==> config.mk <==
export PLATFORM = sky130hd
export DESIGN_NAME = z80_int_ctrl_flat
export DESIGN_NICKNAME = d
export VERILOG_FILES = /design/src/rtl/z80_int_ctrl_pkg.sv /design/src/rtl/z80_int_ctrl_if.sv /design/src/rtl/z80_int_prio.sv /design/src/rtl/z80_int_ctrl.sv /design/src/flat_wrapper.sv
export SDC_FILE = /design/constraint.sdc
export NUM_CORES = 1
export LEC_CHECK = 0
export CORE_ASPECT_RATIO = 1.2
export CORE_MARGIN = 2
export CORE_UTILIZATION = 50
export CTS_CLUSTER_DIAMETER = 120
export DETAILED_ROUTE_END_ITERATION = 8
export GPL_TIMING_DRIVEN = 1
export PLACE_DENSITY = 0.77
export SYNTH_ARGS = -nofsm -noshare
export SYNTH_HDL_FRONTEND = slang
export SYNTH_SLANG_ARGS = --single-unit
==> constraint.sdc <==
create_clock -name clk -period 4.37 [get_ports clk]
set_clock_uncertainty 0.15 [all_clocks]
set_input_delay 0.874 -clock clk [delete_from_list [all_inputs] [get_ports clk]]
set_output_delay 0.874 -clock clk [all_outputs]
set_load 0.01 [all_outputs]
==> src/rtl/z80_int_ctrl_pkg.sv <==
// -----------------------------------------------------------------------------
// z80_pkg
// Shared definitions for the Z80 vectored interrupt controller: register
// offsets relative to the controller's base I/O port, the acknowledge state
// machine encoding, the vector used for spurious acknowledges, and the helper
// that builds an IM2 vector.
// -----------------------------------------------------------------------------
package z80_pkg;

   // Register offsets from BASE_PORT
   localparam logic [7:0] INTC_MASK  = 8'd0;  // R/W source mask, 1 = masked
   localparam logic [7:0] INTC_VBASE = 8'd1;  // R/W vector base, [7:4] used
   localparam logic [7:0] INTC_EOI   = 8'd2;  // R: in-service, W: end-of-interrupt

   // Source id reported when the CPU acknowledges with nothing requested
   localparam logic [2:0] SPURIOUS_ID = 3'b111;

   // Interrupt handshake state
   typedef enum logic [1:0] {
      IDLE = 2'd0,   // n_int released, waiting for an eligible source
      REQ  = 2'd1,   // n_int asserted, waiting for the CPU acknowledge
      ACK  = 2'd2    // acknowledge cycle, vector on data_out
   } intc_state_e;

   // IM2 vector: vector base high nibble, source id, even address
   function automatic logic [7:0] intc_vector(input logic [7:0] vbase,
                                              input logic [2:0] id);
      return {vbase[7:4], id, 1'b0};
   endfunction

endpackage : z80_pkg

==> src/rtl/z80_int_ctrl_if.sv <==
// -----------------------------------------------------------------------------
// z80_int_ctrl_if
// Bus connection between the Z80 core (master) and the interrupt controller
// (slave).
//   n_m1, n_iorq, n_rd, n_wr  CPU strobes, active-low (master -> slave)
//   addr[15:0]                CPU address, low byte decoded   (master -> slave)
//   dout[7:0]                 CPU write data                  (master -> slave)
//   n_int                     interrupt request, active-low   (slave -> master)
//   data_out[7:0]             vector or register read data    (slave -> master)
//   data_out_en               data_out valid / din mux select (slave -> master)
// -----------------------------------------------------------------------------
interface z80_int_ctrl_if;

   logic        n_m1;
   logic        n_iorq;
   logic        n_rd;
   logic        n_wr;
   logic [15:0] addr;
   logic [7:0]  dout;

   logic        n_int;
   logic [7:0]  data_out;
   logic        data_out_en;

   modport master (
      output n_m1, n_iorq, n_rd, n_wr, addr, dout,
      input  n_int, data_out, data_out_en
   );

   modport slave (
      input  n_m1, n_iorq, n_rd, n_wr, addr, dout,
      output n_int, data_out, data_out_en
   );

endinterface : z80_int_ctrl_if

==> src/rtl/z80_int_prio.sv <==
// -----------------------------------------------------------------------------
// z80_int_prio
// Combinational priority resolver for eight interrupt sources with fully
// nested in-service blocking. Bit 0 is the highest priority.
//   pending[7:0]     latched requests
//   mask[7:0]        1 = source masked
//   in_service[7:0]  sources whose handlers are currently running
//   valid            a winner exists and is not blocked by in-service
//   id[2:0]          winning source (lowest unmasked pending bit)
// -----------------------------------------------------------------------------
module z80_int_prio
   import z80_pkg::*;
(
   input  logic [7:0] pending,
   input  logic [7:0] mask,
   input  logic [7:0] in_service,
   output logic       valid,
   output logic [2:0] id
);

   logic [7:0] req;
   logic       found;
   logic       blocked;

   // NOTE: every variable driven here gets a default before any condition,
   // so no path leaves a value unassigned and no latch is inferred.
   always_comb begin
      req     = pending & ~mask;
      id      = 3'd0;
      found   = 1'b0;
      blocked = 1'b0;

      // Scan downwards so the lowest set bit is the last one written
      for (int i = 7; i >= 0; i--) begin
         if (req[i]) begin
            id    = 3'(i);
            found = 1'b1;
         end
      end

      // Fully nested: a running handler of equal or higher priority blocks.
      // Any other request has a larger id, so it is blocked as well.
      for (int i = 0; i < 8; i++) begin
         if (in_service[i] && (i <= int'(id))) begin
            blocked = 1'b1;
         end
      end

      valid = found && !blocked;
   end

endmodule : z80_int_prio

==> src/rtl/z80_int_ctrl.sv <==
// -----------------------------------------------------------------------------
// z80_int_ctrl
// Eight-input vectored interrupt controller for the Z80 (IM2). Latches rising
// edges of irq_in, resolves the highest-priority eligible source, drives n_int
// and answers the interrupt acknowledge cycle with
// {vbase[7:4], id, 1'b0}. Mask, vector base and in-service/EOI registers are
// I/O mapped at BASE_PORT+0..+2.
//   clk         single rising-edge clock
//   n_reset     synchronous active-low reset
//   irq_in[7:0] peripheral requests, rising edge latches, bit 0 highest
//   bus         z80_int_ctrl_if.slave: CPU strobes/address/data in,
//               n_int, data_out, data_out_en out (all registered)
// Parameters:
//   BASE_PORT   I/O port of the mask register
//   RESET_MASK  mask value after reset
// -----------------------------------------------------------------------------
module z80_int_ctrl
   import z80_pkg::*;
#(
   parameter logic [7:0] BASE_PORT  = 8'h40,
   parameter logic [7:0] RESET_MASK = 8'hFF
) (
   input  logic               clk,
   input  logic               n_reset,
   input  logic [7:0]         irq_in,
   z80_int_ctrl_if.slave      bus
);

   // ---------------------------------------------------------------------------
   // State
   // ---------------------------------------------------------------------------
   intc_state_e state, state_next;

   logic [7:0] pending,    pending_next;
   logic [7:0] mask,       mask_next;
   logic [7:0] vbase,      vbase_next;
   logic [7:0] in_service, in_service_next;
   logic [7:0] irq_q;
   logic       wr_act_q;

   logic       n_int_q,       n_int_next;
   logic [7:0] data_out_q,    data_out_next;
   logic       data_out_en_q, data_out_en_next;

   // ---------------------------------------------------------------------------
   // Bus decode
   // ---------------------------------------------------------------------------
   logic       ack;
   logic [7:0] offset;
   logic       io_sel;
   logic       wr_act;
   logic       wr_pulse;
   logic       rd_act;
   logic [7:0] irq_rise;
   logic       unused_addr_hi;

   // Only the low address byte is decoded, as on a standard Z80 I/O map
   assign unused_addr_hi = ^bus.addr[15:8];

   // M1 together with IORQ is the interrupt acknowledge cycle
   assign ack    = !bus.n_m1 && !bus.n_iorq;

   assign offset = bus.addr[7:0] - BASE_PORT;
   assign io_sel = !bus.n_iorq && bus.n_m1 && (offset <= INTC_EOI);

   // A write strobe may be held for several clocks; act only on the first
   assign wr_act   = io_sel && !bus.n_wr;
   assign wr_pulse = wr_act && !wr_act_q;
   assign rd_act   = io_sel && !bus.n_rd;

   assign irq_rise = irq_in & ~irq_q;

   // ---------------------------------------------------------------------------
   // Priority resolution
   // ---------------------------------------------------------------------------
   logic       prio_valid;
   logic [2:0] prio_id;

   z80_int_prio u_prio (
      .pending    (pending),
      .mask       (mask),
      .in_service (in_service),
      .valid      (prio_valid),
      .id         (prio_id)
   );

   // ---------------------------------------------------------------------------
   // FSM next state
   // ---------------------------------------------------------------------------
   logic ack_entry;  // entering ACK this cycle (real or spurious)
   logic ack_real;   // entering ACK with a genuine winner

   always_comb begin
      state_next = state;
      ack_entry  = 1'b0;
      ack_real   = 1'b0;

      unique case (state)
         IDLE: begin
            // An acknowledge without a request is spurious
            if (ack) begin
               state_next = ACK;
               ack_entry  = 1'b1;
            end else if (prio_valid) begin
               state_next = REQ;
            end
         end
         REQ: begin
            if (ack) begin
               state_next = ACK;
               ack_entry  = 1'b1;
               ack_real   = prio_valid;
            end else if (!prio_valid) begin
               // Request withdrawn, typically by a mask write
               state_next = IDLE;
            end
         end
         ACK: begin
            if (!ack) begin
               state_next = IDLE;
            end
         end
         default: state_next = IDLE;
      endcase
   end

   // ---------------------------------------------------------------------------
   // Register and output next values
   // ---------------------------------------------------------------------------
   logic [7:0] ack_vector;
   logic [7:0] rd_data;

   always_comb begin
      pending_next     = pending;
      mask_next        = mask;
      vbase_next       = vbase;
      in_service_next  = in_service;
      ack_vector       = intc_vector(vbase, ack_real ? prio_id : SPURIOUS_ID);
      rd_data          = 8'h00;
      data_out_next    = data_out_q;
      data_out_en_next = 1'b0;
      n_int_next       = 1'b1;

      // Acknowledge moves the winner from pending to in-service; the id used
      // here is the one resolved in the entry cycle and is never revisited.
      if (ack_real) begin
         pending_next[prio_id]    = 1'b0;
         in_service_next[prio_id] = 1'b1;
      end
      // A new edge in the same cycle as the clear keeps the request
      pending_next = pending_next | irq_rise;

      if (wr_pulse) begin
         case (offset)
            INTC_MASK:  mask_next  = bus.dout;
            INTC_VBASE: vbase_next = bus.dout;
            // EOI retires the highest-priority running handler; x & (x-1)
            // clears the lowest set bit and leaves zero unchanged.
            INTC_EOI:   in_service_next = in_service & (in_service - 8'd1);
            default:    ;
         endcase
      end

      case (offset)
         INTC_MASK:  rd_data = mask;
         INTC_VBASE: rd_data = vbase;
         INTC_EOI:   rd_data = in_service;
         default:    rd_data = 8'h00;
      endcase

      // Vector is captured once on entry and held for the whole ACK
      if (ack_entry) begin
         data_out_next = ack_vector;
      end else if (rd_act) begin
         data_out_next = rd_data;
      end

      data_out_en_next = (state_next == ACK) || rd_act;
      n_int_next       = (state_next != REQ);
   end

   // ---------------------------------------------------------------------------
   // Sequential state
   // ---------------------------------------------------------------------------
   // NOTE: reset is sampled on the clock edge only, so it appears inside the
   // clocked block rather than in the sensitivity list.
   always_ff @(posedge clk) begin
      if (!n_reset) begin
         state         <= IDLE;
         pending       <= 8'h00;
         mask          <= RESET_MASK;
         vbase         <= 8'h00;
         in_service    <= 8'h00;
         irq_q         <= 8'h00;
         wr_act_q      <= 1'b0;
         n_int_q       <= 1'b1;
         data_out_q    <= 8'h00;
         data_out_en_q <= 1'b0;
      end else begin
         // NOTE: non-blocking assignments let every flop sample the values
         // from before the edge, independent of statement order.
         state         <= state_next;
         pending       <= pending_next;
         mask          <= mask_next;
         vbase         <= vbase_next;
         in_service    <= in_service_next;
         irq_q         <= irq_in;
         wr_act_q      <= wr_act;
         n_int_q       <= n_int_next;
         data_out_q    <= data_out_next;
         data_out_en_q <= data_out_en_next;
      end
   end

   assign bus.n_int       = n_int_q;
   assign bus.data_out    = data_out_q;
   assign bus.data_out_en = data_out_en_q;

endmodule : z80_int_ctrl

==> src/flat_wrapper.sv <==
// flat-port wrapper written by rule: the top's interface ports become plain ports
module z80_int_ctrl_flat import z80_pkg::*;
#(
   parameter logic [7:0] BASE_PORT  = 8'h40,
   parameter logic [7:0] RESET_MASK = 8'hFF
)
  (clk, n_reset, irq_in, bus_n_m1, bus_n_iorq, bus_n_rd, bus_n_wr, bus_addr, bus_dout, bus_n_int, bus_data_out, bus_data_out_en);
  z80_int_ctrl_if bus_i ();
  input  logic clk;
  input  logic n_reset;
  input  logic [7:0] irq_in;
  input wire logic [$bits(bus_i.n_m1)-1:0] bus_n_m1;
  input wire logic [$bits(bus_i.n_iorq)-1:0] bus_n_iorq;
  input wire logic [$bits(bus_i.n_rd)-1:0] bus_n_rd;
  input wire logic [$bits(bus_i.n_wr)-1:0] bus_n_wr;
  input wire logic [$bits(bus_i.addr)-1:0] bus_addr;
  input wire logic [$bits(bus_i.dout)-1:0] bus_dout;
  output wire logic [$bits(bus_i.n_int)-1:0] bus_n_int;
  output wire logic [$bits(bus_i.data_out)-1:0] bus_data_out;
  output wire logic [$bits(bus_i.data_out_en)-1:0] bus_data_out_en;
  assign bus_i.n_m1 = bus_n_m1;
  assign bus_i.n_iorq = bus_n_iorq;
  assign bus_i.n_rd = bus_n_rd;
  assign bus_i.n_wr = bus_n_wr;
  assign bus_i.addr = bus_addr;
  assign bus_i.dout = bus_dout;
  assign bus_n_int = bus_i.n_int;
  assign bus_data_out = bus_i.data_out;
  assign bus_data_out_en = bus_i.data_out_en;
  z80_int_ctrl #(.BASE_PORT(BASE_PORT), .RESET_MASK(RESET_MASK)) u_core (.clk(clk), .n_reset(n_reset), .irq_in(irq_in), .bus(bus_i));
endmodule
==> key figures, run 1 <==
Route
  – Met1 WL: 2540 um
  – Pre-Repair DR Iteration Count: 5
  – Met3 Wirelength: 198 um
  – Met2 wire length: 2700 um
  – DR WL/cell: 15.2 um
  – Vias per cell: 5.79
  – Drt drc: 0
  – Starting DRT DRC Count: 132
  – Total vias in the final route: 2141
  – Highest Signal Layer: met4
  – Detailed Route WL: 5630 um
  – Antenna-violating nets left: 0

Global route
  – Initial antenna violation count: 0
  – First-pass GRT wire length: 9290 um
  – Global-route usage over all layers: 0.225
  – Grt total ovfl: 0
  – Largest net degree at the start of global routing: 33
  – Vias in the first global route: 2027

STA
  – Measured slew at the worst slew-check pin: 0.818 ns
  – Setup TNS: 0 ns
  – Fin crit period: 3.13 ns
  – Final period util: 0.717
  – Max Fclk: 319 MHz
  – Final Hold Fails: 0
  – Pins Over Slew Limit: 0
  – Endpoints failing setup: 0
  – Rel. slew slack: 0.454
  – RSZ-0062 raised after global routing: false

Placement
  – Placed cell areas: 2920 sq um
  – PortBufs: 39
  – Placed Cells: 362
  – Post-detail-place hpwl: 4160 um
  – GPL Wtd Cong: 1.04

Yosys
  – Post-synthesis register bit count: 53
  – Syn Area/Cell: 9.15 sq um
  – Synth top cells by count: dfxtp_1 (53), nor2_1 (28), nand2_1 (26)
  – Most numerous cell in the Yosys netlist: dfxtp_1
  – Synth warn: 0
  – Predominant post-synthesis flop cell: dfxtp_1
  – Syn Std Cell Area: 2500 sq um
  – Synth top area share: 0.425
  – FFs w/ async S/R, synth: 0
  – Post-synth EDFFs: 0
  – Register area share after synthesis: 0.425
  – Post-synth cell types: 56
  – Mapped Cells: 273
  – Largest area contributor in the netlist: dfxtp_1
  – Synth Net Count: 311
  – Ranking of synthesized cells by area: dfxtp_1 (42%), mux2i_1 (8.0%), nor2_1 (4.2%)

Cells and area
  – Fill count: 474
  – P&R area growth vs syn: 21.2%
  – Final instance area: 3030 sq um
  – Register Area: 1060 sq um
  – Non-filler cells, final: 370
  – Multi-input gate area: 1360 sq um
  – # diodes: 0
  – Final net count: 347
  – Share of cells above drive strength 1: 0.0903
  – Util after Layout: 0.622

Run status
  – Status: finished clean

Worst setup path
  – Reg2reg setup slack: 1.97 ns
  – Worst Path Arrival: 3.15 ns
  – Crit path max fanout: 7
  – Worst r2r src: u_core.state[1]
  – Setup CP Type: in2reg
  – CP Data Required Time: 4.38 ns
  – FF-to-FF path depth: 6
  – Worst Setup Start Kind: input pin
  – Reg2reg end: u_core.pending[2]
  – Crit end category: flop

Power and ir drop
  – Worst VDD drop: 0.000227 V
  – PD cells: 303 nW/um^2
  – Static leakage power: 1.21 nW

Worst hold path
  – Hold Crit Start: u_core.irq_q[4]
  – Hold Path Depth: 1
  – Worst Hold Path EP: u_core.pending[4]
  – Tightest Hold Check Type: reg2reg

CTS
  – Clk sinks: 53
  – H-Tree Depth: 2
  – CTS buffer count: 5
  – CTS tree: yes
  – Clk slew on worst S/H paths: 0.09 ns
  – # hold bufs at CTS: 0
  – # resized after CTS: 0
  – Clock Path Buffers: 2
  – Worst-Skew Late Latency: 0.31 ns
  – Root Buffer Master: clkbuf_8
  – Post-CTS setup buffers: 0

Floorplanning
  – Initial core utilization: 0.513
  – Die width: 68.5 um
  – Core area: 4870 sq um
  – Top Ports: 48
  – Die Ht: 81.4 um
  – Site row count: 28
  – Die area: 5580 sq um

Run
  – Max Cap Violations: 0
placed cells by master, fill, tap and decap left out, types with 2 or more instances in the layout:
cell,instances
inv_1,7
a211o_1,2
and2_1,9
o21ai_1,2
nor3_1,7
a31oi_1,5
a222oi_1,4
nand3_1,5
clkbuf_8,5
a21oi_1,15
mux2i_1,20
clkdlybuf4s50_1,39
or4_1,3
a211oi_1,3
o21bai_1,2
or3_1,2
o21ai_0,7
nor4b_4,2
nor2_1,28
dfxtp_1,53
nand2b_1,12
o22ai_1,3
nor2b_1,8
mux2_2,4
nand2_1,26
nor4_1,3
o21a_1,2
final cells by class:
| type | count | area share |
|---|---|---|
| sequential | 53 | 0.350 |
| timing repair buffer | 40 | 0.131 |
| inverter | 7 | 0.00867 |
| multi-input combinational | 202 | 0.448 |
| clock buffer | 6 | 0.0240 |
| tap | 60 | 0.0248 |
| clock inverter | 2 | 0.0128 |
worst max-delay path, cell delays in order:
cell and delay [ns]:
clkdlybuf4s50_1 0.49, nor3_1 0.56, nand2_1 0.24, a211oi_1 0.29, nand3_1 0.29, o31ai_1 0.29, a21oi_1 0.10
worst max-delay path by stage:
stage | start | cells after the start | slack (ns) | to
2_1_floorplan | bus_addr[0] | 7 | 1.81 | u_core.in_service[7]
5_1_grt | bus_n_iorq | 7 | 1.03 | u_core.pending[2]
3_3_place_gp | bus_n_iorq | 7 | 1.00 | u_core.pending[2]
6_report | bus_n_iorq | 7 | 1.24 | u_core.pending[2]
4_1_cts | bus_n_iorq | 7 | 1.26 | u_core.pending[2]
3_5_place_dp | bus_n_iorq | 7 | 0.93 | u_core.pending[2]
stage by stage:
stage	hold WS, ns	worst slack [ns]	total power, W
after floorplan	0.243	1.81	0.000551
after global placement	0.247	1.00	0.000594
after detailed placement	0.254	0.931	0.000595
after CTS	0.267	1.26	0.000929
after global routing	0.297	1.03	0.000956
final	0.263	1.24	0.000918
kinds of logic after synthesis:
| logic type | count (synthesis) | share of synthesized area |
|---|---|---|
| flops | 53 | 0.425 |
| compound gates | 61 | 0.180 |
| buf+inv | 18 | 0.0320 |
| simple gates | 117 | 0.265 |
| mux | 24 | 0.0981 |
registers in the layout (all words and copies together) (netlist names):
| name | flops |
|---|---|
| u_core.mask | 8 |
| u_core.bus.n_int | 1 |
| u_core.irq_q | 8 |
| u_core.vbase | 8 |
| u_core.bus.data_out | 8 |
| u_core.state | 2 |
| u_core.in_service | 8 |
| u_core.pending | 8 |
| u_core.wr_act_q | 1 |
| u_core.bus.data_out_en | 1 |
routing by layer:
layer	vias up	GRT usage
li1	1063	-
met1	1018	0.277
met2	46	0.367
met3	14	0.0411
met4	0	0.118
met5	-	0
power by group:
part,internal [W],switching (W)
clock,0.000172,0.000162
sequential,0.000495,0.00000580
combinational,0.0000461,0.0000364
total,0.000714,0.000204
(Power assumes the default switching activity.)
==> run 2, diff against run 1 <==
Settings changed: CORE_UTILIZATION 50 to 46, PLACE_DENSITY 0.77 to 0.75.
Clock period 4.37 ns to 2.6 ns, I/O delays scaled along.
==> run 2 against run 1 <==
Against the previous run:
- clock power grew 74%
- critical path type unchanged
- largest cell class unchanged
- sequential share of layout area decreased by 2.1 points
- combinational power grew 81%
- worst setup slack worse by 1.1 ns
- largest power group unchanged
==> key figures, run 2 (synthesis results as in run 1) <==
Run status
  – Status: finished clean

Route
  – Antenna-violating nets left: 0
  – Drt drc: 0
  – Met2 wire length: 2960 um
  – Met1 WL: 2630 um
  – Pre-Repair DR Iteration Count: 6
  – Starting DRT DRC Count: 88
  – Highest Signal Layer: met4
  – Detailed Route WL: 6000 um
  – Vias per cell: 5.54
  – DR WL/cell: 15.1 um
  – Total vias in the final route: 2201
  – Met3 Wirelength: 265 um

Floorplanning
  – Top Ports: 48
  – Die width: 71.3 um
  – Core area: 5260 sq um
  – Initial core utilization: 0.475
  – Die area: 6040 sq um
  – Die Ht: 84.7 um
  – Site row count: 29

CTS
  – Worst-Skew Late Latency: 0.32 ns
  – Root Buffer Master: clkbuf_8
  – Clock Path Buffers: 2
  – CTS tree: yes
  – # resized after CTS: 0
  – # hold bufs at CTS: 0
  – Post-CTS setup buffers: 0
  – Clk sinks: 53
  – Clk slew on worst S/H paths: 0.10 ns
  – CTS buffer count: 5
  – H-Tree Depth: 2

Cells and area
  – Share of cells above drive strength 1: 0.161
  – Commonest non-fill, non-tap cell in the layout: dfxtp_1
  – Non-filler cells, final: 397
  – P&R area growth vs syn: 29.0%
  – Final instance area: 3220 sq um
  – Final net count: 372
  – Commonest non-fill, non-tap cells in the layout: dfxtp_1 (53), clkdlybuf4s50_1 (39), nor2_1 (28)
  – # diodes: 0
  – Fill count: 461

Worst hold path
  – Hold Path Depth: 1
  – Hold Crit Start: u_core.irq_q[4]
  – Tightest Hold Check Type: reg2reg
  – Worst Hold Path EP: u_core.pending[4]

Placement
  – PortBufs: 39
  – Placed Cells: 389
  – Pre-CTS WS: -0.140 ns
  – Post-detail-place hpwl: 4580 um
  – Placed cell areas: 3110 sq um
  – GPL Wtd Cong: 0.857

Power and ir drop
  – Switch share: 0.229
  – PD cells: 488 nW/um^2
  – Worst VDD drop: 0.000398 V
  – Sequential Power Share: 0.535
  – Pint: 0.00121 W
  – Static leakage power: 1.33 nW
  – Clock power frac: 0.370
  – Combinational fraction of design power: 0.095
  – Switching power: 0.000361 W
  – Total power: 0.00157 W

Global route
  – Initial antenna violation count: 0
  – Vias in the first global route: 2144
  – Largest net degree at the start of global routing: 32
  – Grt total ovfl: 0
  – Global-route usage over all layers: 0.212
  – First-pass GRT wire length: 10100 um

Worst setup path
  – Reg2reg setup slack: 0.34 ns
  – Crit end category: flop
  – Crit path max fanout: 3
  – Worst r2r src: u_core.mask[1]
  – CP Data Required Time: 2.64 ns
  – Worst Setup Start Kind: input pin
  – Reg2reg end: u_core.in_service[5]
  – FF-to-FF path depth: 7
  – Setup CP Type: in2reg
  – Worst Path Arrival: 2.47 ns

STA
  – Setup TNS: 0 ns
  – Max Fclk: 412 MHz
  – Endpoints failing setup: 0
  – Final period util: 0.934
  – Rel. slew slack: 0.643
  – Measured slew at the worst slew-check pin: 0.528 ns
  – Final Hold Fails: 0
  – Fin crit period: 2.43 ns
  – Final worst slack: 0.172 ns
  – Pins Over Slew Limit: 0
  – RSZ-0062 raised after global routing: false

Run
  – Max Cap Violations: 0
## run 2: cell count changes in the layout (fill, tap and decap cells not counted), sizes merged
cell,before,now
clkbuf,6,5
clkinv,1,0
buf,1,26
inv,7,9
## run 2: layout make-up
type	instances	area (sq um)	area share
Multi-Input combinational cell	202	1360	0.421
Sequential cell	53	1060	0.329
Timing Repair Buffer	65	586	0.182
Tap cell	62	77.6	0.0241
Clock buffer	5	68.8	0.0213
Clock inverter	3	47.5	0.0147
Inverter	7	26.3	0.00815
## run 2: critical path, stage by stage
cell and delay, ns:
clkdlybuf4s50_1 0.46, nor4b_4 0.35, nand4_2 0.17, or2_1 0.27, or4_1 0.45, o21ai_1 0.15, o22ai_1 0.09
## run 2: stage by stage
stage,hold slack (ns),util
2_1_floorplan,0.243,-
3_3_place_gp,0.245,0.591
3_5_place_dp,0.260,0.591
4_1_cts,0.274,0.613
5_1_grt,0.282,0.613
6_report,0.269,0.613
## run 2: worst max-delay path by stage
stage / from / endpoint
floorplan: bus_addr[0] / u_core.in_service[7]
global placement: bus_n_iorq / u_core.pending[2]
detailed placement: bus_n_iorq / u_core.in_service[7]
CTS: bus_n_iorq / u_core.in_service[7]
global route: bus_n_iorq / u_core.pending[2]
finish: bus_n_iorq / u_core.in_service[7]
## run 2: routing by layer
layer | track usage | up-vias
li1 | - | 1114
met3 | 0.0408 | 10
met1 | 0.267 | 1020
met5 | 0 | -
met4 | 0.0738 | 0
met2 | 0.359 | 57
## run 2: power by group through the flow
| stage | registers [W] | logic (W) | clock network (W) |
|---|---|---|---|
| 2_1_floorplan | 0.000861 | 0.0000650 | 0 |
| 3_5_place_dp | 0.000861 | 0.000150 | 0 |
| 5_1_grt | 0.000845 | 0.000164 | 0.000629 |
| 4_1_cts | 0.000842 | 0.000151 | 0.000593 |
| 6_report | 0.000842 | 0.000149 | 0.000582 |
| 3_3_place_gp | 0.000861 | 0.000148 | 0 |
